--- config.mk ---
export PLATFORM = sky130hd
export DESIGN_NAME = rr_arbiter_fsm
export DESIGN_NICKNAME = d
export VERILOG_FILES = /design/src/rtl/rr_arbiter_fsm.sv
export SDC_FILE = /design/constraint.sdc
export NUM_CORES = 1
export LEC_CHECK = 0
export CORE_MARGIN = 5
export CORE_UTILIZATION = 40
export CTS_CLUSTER_SIZE = 12
export DETAILED_ROUTE_END_ITERATION = 16
export HOLD_SLACK_MARGIN = 0.05
export SETUP_SLACK_MARGIN = 0.15
export SLEW_MARGIN = 0
export SYNTH_ARGS = -nofsm -noshare
export SYNTH_HDL_FRONTEND = slang
export SYNTH_SLANG_ARGS = --single-unit
--- constraint.sdc ---
create_clock -name clock -period 5.5 [get_ports clock]
set_clock_uncertainty 0.05 [all_clocks]
set_input_delay 1.1 -clock clock [delete_from_list [all_inputs] [get_ports clock]]
set_output_delay 1.1 -clock clock [all_outputs]
set_load 0.02 [all_outputs]
--- src/rtl/rr_arbiter_fsm.sv ---
// rr_arbiter_fsm: two-state (IDLE/GRANT) request arbiter with registered one-hot grant.
//
// Ports:
//   clock     - sole clock, rising edge
//   reset     - synchronous, active-high reset
//   mode      - 0 = fixed priority (lowest index wins), 1 = round robin after last grant
//   req       - request vector, bit i = agent i
//   gnt       - registered one-hot grant
//   gnt_valid - registered, high while any gnt bit is high
//   gnt_id    - registered index of the granted agent, 0 when no grant
//   preempt   - registered one-cycle pulse marking a timeout revocation
//
// Optional feature: define ARB_TIMEOUT_EN to bound a grant to MAX_HOLD cycles when
// another agent is waiting. Without it grants are unbounded and preempt is tied low.
module rr_arbiter_fsm #(
  parameter int unsigned NUM_REQ  = 4,
  parameter int unsigned MAX_HOLD = 16
) (
  input  logic                       clock,
  input  logic                       reset,
  input  logic                       mode,
  input  logic [NUM_REQ-1:0]         req,
  output logic [NUM_REQ-1:0]         gnt,
  output logic                       gnt_valid,
  output logic [$clog2(NUM_REQ)-1:0] gnt_id,
  output logic                       preempt
);

  localparam int unsigned IdW = $clog2(NUM_REQ);

  if (NUM_REQ < 2 || NUM_REQ > 16 || MAX_HOLD < 1 || MAX_HOLD > 255) begin : g_param_err
    $error("rr_arbiter_fsm: NUM_REQ or MAX_HOLD out of range");
  end

  // Sparse encoding so an illegal value exists and can be recovered from.
  typedef enum logic [1:0] {
    StIdle  = 2'b01,
    StGrant = 2'b10
  } state_e;

  state_e             state_q, state_d;
  logic [NUM_REQ-1:0] gnt_q, gnt_d;
  logic               valid_q, valid_d;
  logic [IdW-1:0]     id_q, id_d;
  logic [IdW-1:0]     last_q, last_d;

  logic               owner_req;
  logic               timeout_hit;
  logic [NUM_REQ-1:0] req_masked;
  logic               win_found;
  logic [IdW-1:0]     win_id;

  // Owner still requesting; gnt_q is zero outside GRANT so this is only meaningful there.
  assign owner_req = |(req & gnt_q);

`ifdef ARB_TIMEOUT_EN
  logic               preempt_q, preempt_d;
  logic [7:0]         hold_q, hold_d;
  logic [NUM_REQ-1:0] last_oh;

  assign last_oh     = NUM_REQ'(1) << last_q;
  // hold_q counts completed GRANT cycles, so this cycle is number hold_q + 1.
  assign timeout_hit = owner_req && (|(req & ~gnt_q)) && (hold_q >= 8'(MAX_HOLD - 1));
  assign preempt     = preempt_q;
`else
  assign timeout_hit = 1'b0;
  assign preempt     = 1'b0;
`endif

  // Winner selection, only consumed in IDLE.
  always_comb begin
    int unsigned    idx;
    logic [IdW-1:0] cand;
    req_masked = req;
`ifdef ARB_TIMEOUT_EN
    // preempt_q marks the IDLE cycle right after a revocation; last_q is the revoked owner.
    if (preempt_q && ((req & ~last_oh) != '0)) begin
      req_masked = req & ~last_oh;
    end
`endif
    win_found = 1'b0;
    win_id    = '0;
    idx       = 0;
    cand      = '0;
    for (int unsigned k = 0; k < NUM_REQ; k++) begin
      idx  = mode ? (32'(last_q) + k + 1) % NUM_REQ : k;
      cand = IdW'(idx);
      if (!win_found && req_masked[cand]) begin
        win_found = 1'b1;
        win_id    = cand;
      end
    end
  end

  // State register.
  always_ff @(posedge clock) begin
    if (reset) begin
      state_q <= StIdle;
    end else begin
      state_q <= state_d;
    end
  end

  // Next-state logic.
  always_comb begin
    state_d = state_q;
    unique case (state_q)
      StIdle:  if (win_found) state_d = StGrant;
      StGrant: if (!owner_req || timeout_hit) state_d = StIdle;
      default: state_d = StIdle;
    endcase
  end

  // Output logic: next values of the registered outputs.
  always_comb begin
    gnt_d   = '0;
    valid_d = 1'b0;
    id_d    = '0;
    last_d  = last_q;
`ifdef ARB_TIMEOUT_EN
    preempt_d = 1'b0;
`endif
    unique case (state_q)
      StIdle: begin
        if (win_found) begin
          gnt_d   = NUM_REQ'(1) << win_id;
          valid_d = 1'b1;
          id_d    = win_id;
          last_d  = win_id;
        end
      end
      StGrant: begin
        if (owner_req && !timeout_hit) begin
          gnt_d   = gnt_q;
          valid_d = 1'b1;
          id_d    = id_q;
        end
`ifdef ARB_TIMEOUT_EN
        if (timeout_hit) preempt_d = 1'b1;
`endif
      end
      default: ;
    endcase
  end

`ifdef ARB_TIMEOUT_EN
  // Cleared while IDLE so it reads 0 on entry to GRANT; saturates at MAX_HOLD.
  always_comb begin
    hold_d = '0;
    if (state_q == StGrant) begin
      hold_d = (hold_q < 8'(MAX_HOLD)) ? hold_q + 8'd1 : hold_q;
    end
  end

  always_ff @(posedge clock) begin
    if (reset) begin
      hold_q    <= '0;
      preempt_q <= 1'b0;
    end else begin
      hold_q    <= hold_d;
      preempt_q <= preempt_d;
    end
  end
`endif

  always_ff @(posedge clock) begin
    if (reset) begin
      gnt_q   <= '0;
      valid_q <= 1'b0;
      id_q    <= '0;
      last_q  <= IdW'(NUM_REQ - 1);
    end else begin
      gnt_q   <= gnt_d;
      valid_q <= valid_d;
      id_q    <= id_d;
      last_q  <= last_d;
    end
  end

  assign gnt       = gnt_q;
  assign gnt_valid = valid_q;
  assign gnt_id    = id_q;

endmodule

* Word-level counts from Yosys, hierarchy flattened *
Index checks and enable logic that the tools add are counted.

storage, ports and cells
  register bits = 11
  bits of input ports = 7
  output and inout port bits = 8
  logic and storage cells = 62

cells by class
  add/sub/neg operators = 6
  $lt $le $gt $ge = 4
  eq/ne operators = 4
  shift-type cells = 1
  mux-type cells = 32
  bitwise logic cells = 1
  reductions and logical operators = 9

operators with widths
  operator                                             count
  2-to-1 mux 2 bit                                     12
  < comparator 2 x 3 -> 1 bit, second input constant   4
  2-to-1 mux 1 bit                                     10
  adder 2 x 1 -> 2 bit, second input constant          4
  binary-select mux 1 bit (select 2 bit)               4
  2-to-1 mux 4 bit                                     2
  one-hot mux 2 bit (2 select lines)                   2
  one-hot mux 4 bit (2 select lines)                   1
  adder 2 bit, second input constant                   2
  AND 4 bit                                            1
  inequality test 2 bit, second input constant         2
  AND reduction 2 bit                                  2
  OR reduction 4 bit                                   1
  << shifter 1 x 2 -> 4 bit, first input constant      1
  logical AND 1 bit                                    3
  logical NOT 1 bit                                    3
  equality test 2 x 1 -> 1 bit, second input constant  1
  equality test 2 bit, second input constant           1
  one-hot mux 1 bit (2 select lines)                   1

* Depth between registers and ports, before layout *
  depth after elaboration = 17
  gate-level depth with buffers = 7
  gate-level depth less buffers = 7

* Worst setup path after synthesis *
OpenSTA, ideal clock, no wires.

  kind = input -> register
  start point = input port req[2]
  end point = register gnt_q[0] (netlist: gnt[0])
  setup time = 0.061 ns
  data arrival time = 2.470 ns
  required time = 5.389 ns
  setup slack = 2.920 ns
  cell stages on the path = 7
  buffers on the path = 1
  cells stage by stage = buf_2 and3b_1 o21ai_1 nand2_2 o32a_1 o2bb2ai_4 a32o_1

on the way
  longest elaborated chain between the ends = 15
  elaborated cells between the ends (all ways) = 28
  classes of those cells = eq/ne: 1; shift: 1; mux: 18; bitwise: 1; reduce/logical: 7

RTL lines
  element                                 RTL line  source
  from (decl)                             22        input logic [NUM_REQ-1:0] req,
  binary-select mux 1 bit (select 2 bit)  88        if (!win_found && req_masked[cand]) begin
  2-to-1 mux 1 bit (implied by the code)  88
  2-to-1 mux 1 bit                        88
  logical NOT 1 bit                       88
  logical AND 1 bit                       88
  2-to-1 mux 1 bit                        88
  logical NOT 1 bit                       88
  logical AND 1 bit                       88
  2-to-1 mux 1 bit                        88
  logical NOT 1 bit                       88
  logical AND 1 bit                       88
  2-to-1 mux 2 bit                        88
  << shifter 1 x 2 -> 4 bit               126       gnt_d = NUM_REQ'(1) << win_id;
  2-to-1 mux 4 bit                        125       if (win_found) begin
  one-hot mux 4 bit (2 select lines)      123       unique case (state_q)
  to (signal assigned)                    173       gnt_q <= gnt_d;
  to (decl)                               42        logic [NUM_REQ-1:0] gnt_q, gnt_d;

Several ways; a longest one is shown, not always the timed one. The select of a mux whose other input is x is not followed.
A chain may end at the register's enable or synchronous reset.

* Worst setup path after layout *
  start point = input port mode
  end point = register gnt_q[1] (netlist: gnt[1])

on the way
  longest elaborated chain between the ends = 16
  elaborated cells between the ends (all ways) = 29
  classes of those cells = shift: 1; mux: 22; reduce/logical: 6

RTL lines
  element                                 RTL line  source
  from (decl)                             21        input logic mode,
  2-to-1 mux 2 bit                        86        idx = mode ? (32'(last_q) + k + 1) % NUM_REQ : k;
  binary-select mux 1 bit (select 2 bit)  88
  2-to-1 mux 1 bit (implied by the code)  88
  2-to-1 mux 1 bit                        88
  logical NOT 1 bit                       88
  logical AND 1 bit                       88
  2-to-1 mux 1 bit                        88
  logical NOT 1 bit                       88
  logical AND 1 bit                       88
  2-to-1 mux 1 bit                        88
  logical NOT 1 bit                       88
  logical AND 1 bit                       88
  2-to-1 mux 2 bit                        88
  << shifter 1 x 2 -> 4 bit               126
  2-to-1 mux 4 bit *                      125
  one-hot mux 4 bit (2 select lines) *    123

Every way passes the cells marked *; elsewhere a longest branch is shown, timed or not. The select of a mux whose other input is x is not followed.

==> out/qor.csv <==
stage,metric,value,unit
yosys,commonest cells in the netlist,"dfxtp_1, nand2_1, nor2_1",
setup_path,Crit Path Max Fanout,13,
routing,Avg Vias per Cell,5.51,
clock_network,clock transition at the registers of the reported paths,0.07,ns
global_routing,largest net degree at the start of global routing,15,
yosys,async set or reset register ratio after synthesis,0,%
clock_network,clock latency on the worst-skew pair,0.27,ns
cells_and_area,layout cell share with drive strength beyond 1,11.5,%
setup_path,critical path launch point type,input port,
global_routing,initial antenna violation count,0,
setup_path,slowest cell delay on critical path,0.70,ns
clock_network,clk buf depth,2,
global_routing,number of global-route vias before repair,753,
power,LEAKAGE,0.370,nW
routing,Initial DRC Count,17,
global_routing,first-pass GRT wire length,3.39,mm
outcome,status,"complete, no violations",
die,Die ar.,3240,um2
yosys,warnings from Yosys,0,
routing,drt drc,0,
clock_network,post_cts resized,0,
global_routing,GRT Util Overall,12.9,%
yosys,combinational family with the most area after synthesis,compound AO/OA/AOI/OAI gates,
setup_path,Critical Path RT,5.61,ns
place,area post-placement,995,um2
die,core area,2150,um2
place,Final Wtd Congestion,0.842,
yosys,post-synthesis mux area share,2.27,%
die,Die Ht,57.0,um
die,I/O pin total,15,
yosys,"count leader, synth",dfxtp_1,
setup_path,crit end category,flip-flop,
yosys,simple-gate area share of the yosys netlist,19.6,%
clock_network,clock sink total,11,
timing,"Worst Setup Slack, final",2.42,ns
timing,fin crit share,56.0,%
clock_network,# hold bufs at CTS,0,
yosys,cell taking the most area after synthesis,dfxtp_1,
yosys,main area contributors after synthesis,"dfxtp_1, a21oi_1, a32oi_4",
flow_run,Max Cap Viol,0,
routing,DRT Pass-1 Iters,4,
hold_path,Hold Crit Class,flip-flop to flip-flop,
timing,Min Hold Slack,0.414,ns
setup_path,Critical Path AT,3.19,ns
yosys,Synth Instances,104,
die,Starting Density,41.1,%
setup_path,Crit-path slowest cell,clkdlybuf4s50_1,
power,Peak VDD IR,0.000192,V
routing,Via Count,777,
die,Rows,17,
cells_and_area,fill count,231,
yosys,Synth Flop Type,dfxtp_1,
place,dpl ws,2.15,ns
yosys,post-synthesis compound-gate area fraction,41.4,%
cells_and_area,fin area,1020,um2
yosys,xor/xnor cell area share of the yosys netlist,0,%
timing,Setup TNS,0,ns
yosys,sequential fraction of the synthesis area,25.0,%
timing,final setup vio count,0,
timing,FMAX,0.325,GHz
yosys,area of the mapped netlist,882,um2
global_routing,residual overflow from global routing,0,
setup_path,Crit Path Category,input port to flip-flop,
clock_network,# Post-CTS Setup Buffers,0,
cells_and_area,Nets,123,
setup_path,crit path buf inv count,1,
clock_network,Root Buffer,clkbuf_4,
yosys,share of the synthesized area in the top cell type,25.0,%
yosys,post-synthesis register bit count,11,
die,Die X,57.0,um
timing,Final Max Tran Viols,0,
routing,Routed Antenna Nets,0,
clock_network,CTS H-tree lvls,1,
cells_and_area,area grow syn2layout,15.7,%
place,# port buffers,13,
cells_and_area,n_diodes,0,
yosys,syn avg cell area,8.48,um2
timing,final worst path period need,3.08,ns
place,Post-DP HPWL,1.50,mm
yosys,number of distinct library cells after synthesis,45,
setup_path,CP cell instances,clkdlybuf4s50_1 -> a21bo_1 -> a32oi_4 -> nand2_2 -> o31ai_4 -> nor3_1 -> a32o_1,
yosys,Adder-Cell Fraction of Synth Area,2.84,%
timing,Fin. Hold Viols,0,
routing,Detailed Route WL,2.01,mm
clock_network,total CTS buffers,3,
routing,wire per inst,14.3,um
clock_network,CTS tree,built,
yosys,Post-synth EDFFs,0,
yosys,Synthesized Nets,113,
timing,RSZ-0062 raised after global routing,false,
power,pwr dens,320,nW/um2
setup_path,CP top delay family,compound AO/OA/AOI/OAI gates,
[metrics by stage]
step                      instances  utilization, %  power, W
final                           141            47.5  0.000327
after global routing            141            47.5  0.000350
after CTS                       141            47.5  0.000328
after detailed placement        137            46.3  0.000273
after global placement          137            46.3  0.000273
after floorplan                 104               -  0.000237
[logic make-up (layout without fill, tap and decap cells)]
kind of cell	after synthesis	in the layout
muxes	2	2
buffers and inverters	14	23
other	1	1
and+or+nand+nor	32	32
AOI/OAI and AO/OA	42	42
DFF	11	11
adders and majority gates	2	2
[placed cells by master (no fill, tap or decap), types with 3 or more instances in the layout]
cell             synthesis  layout
a21oi_1                  6       6
clkbuf_4                 0       3
clkdlybuf4s50_1          0      13
dfxtp_1                 11      11
inv_1                    5       5
nand2_1                  7       7
nand2b_1                 3       3
nor2_1                   7       7
o211ai_1                 3       3
o21a_1                   3       3
o21ai_0                  5       5
o21ai_1                  3       3
[worst reg2reg max path, stage by stage, from the launching register on]
cell,delay (ns)
dfxtp_1,0.60
and3b_1,0.27
o21ai_1,0.27
nand2_2,0.14
o31ai_4,0.37
nor3_1,0.12
a32o_1,0.27
[sequential cells by signal, indices dropped and copies added (netlist names)]
signal and count:
gnt_id 2, gnt 4, gnt_valid 1, state_q 2, last_q 2
[per-layer routing]
metal / part of all wire [%] / GRT usage [%]
met1: 47 / 17.4
met5: 0 / 0
met3: 6.2 / 4.30
met4: 0.84 / 3.97
met2: 46 / 19.4
[path summary, 6_finish.rpt]
check,startpoint,to,slack (ns),cells after the start
max,mode,gnt[1],2.42,7
min,gnt_id[1],gnt_id[1],0.41,2
max reg2reg,last_q[0],gnt[1],3.30,6
min reg2reg,gnt_id[1],gnt_id[1],0.41,2
[power by group]
part	leakage, nW	total (W)	switching [W]	internal [W]
clock network	0.0150	0.0000559	0.0000278	0.0000281
registers	0.0906	0.000115	0.0000203	0.0000943
logic	0.264	0.000156	0.0000846	0.0000715
[cell type report]
class	instances	area (um2)	share of cell area [%]
multi-input combinational	79	587	57.5
sequential	11	220	21.6
timing repair buffer	13	130	12.7
tap	28	35.0	3.43
clock buffer	4	26.3	2.57
inverter	6	22.5	2.21
Power figures use the tool's default switching activity.
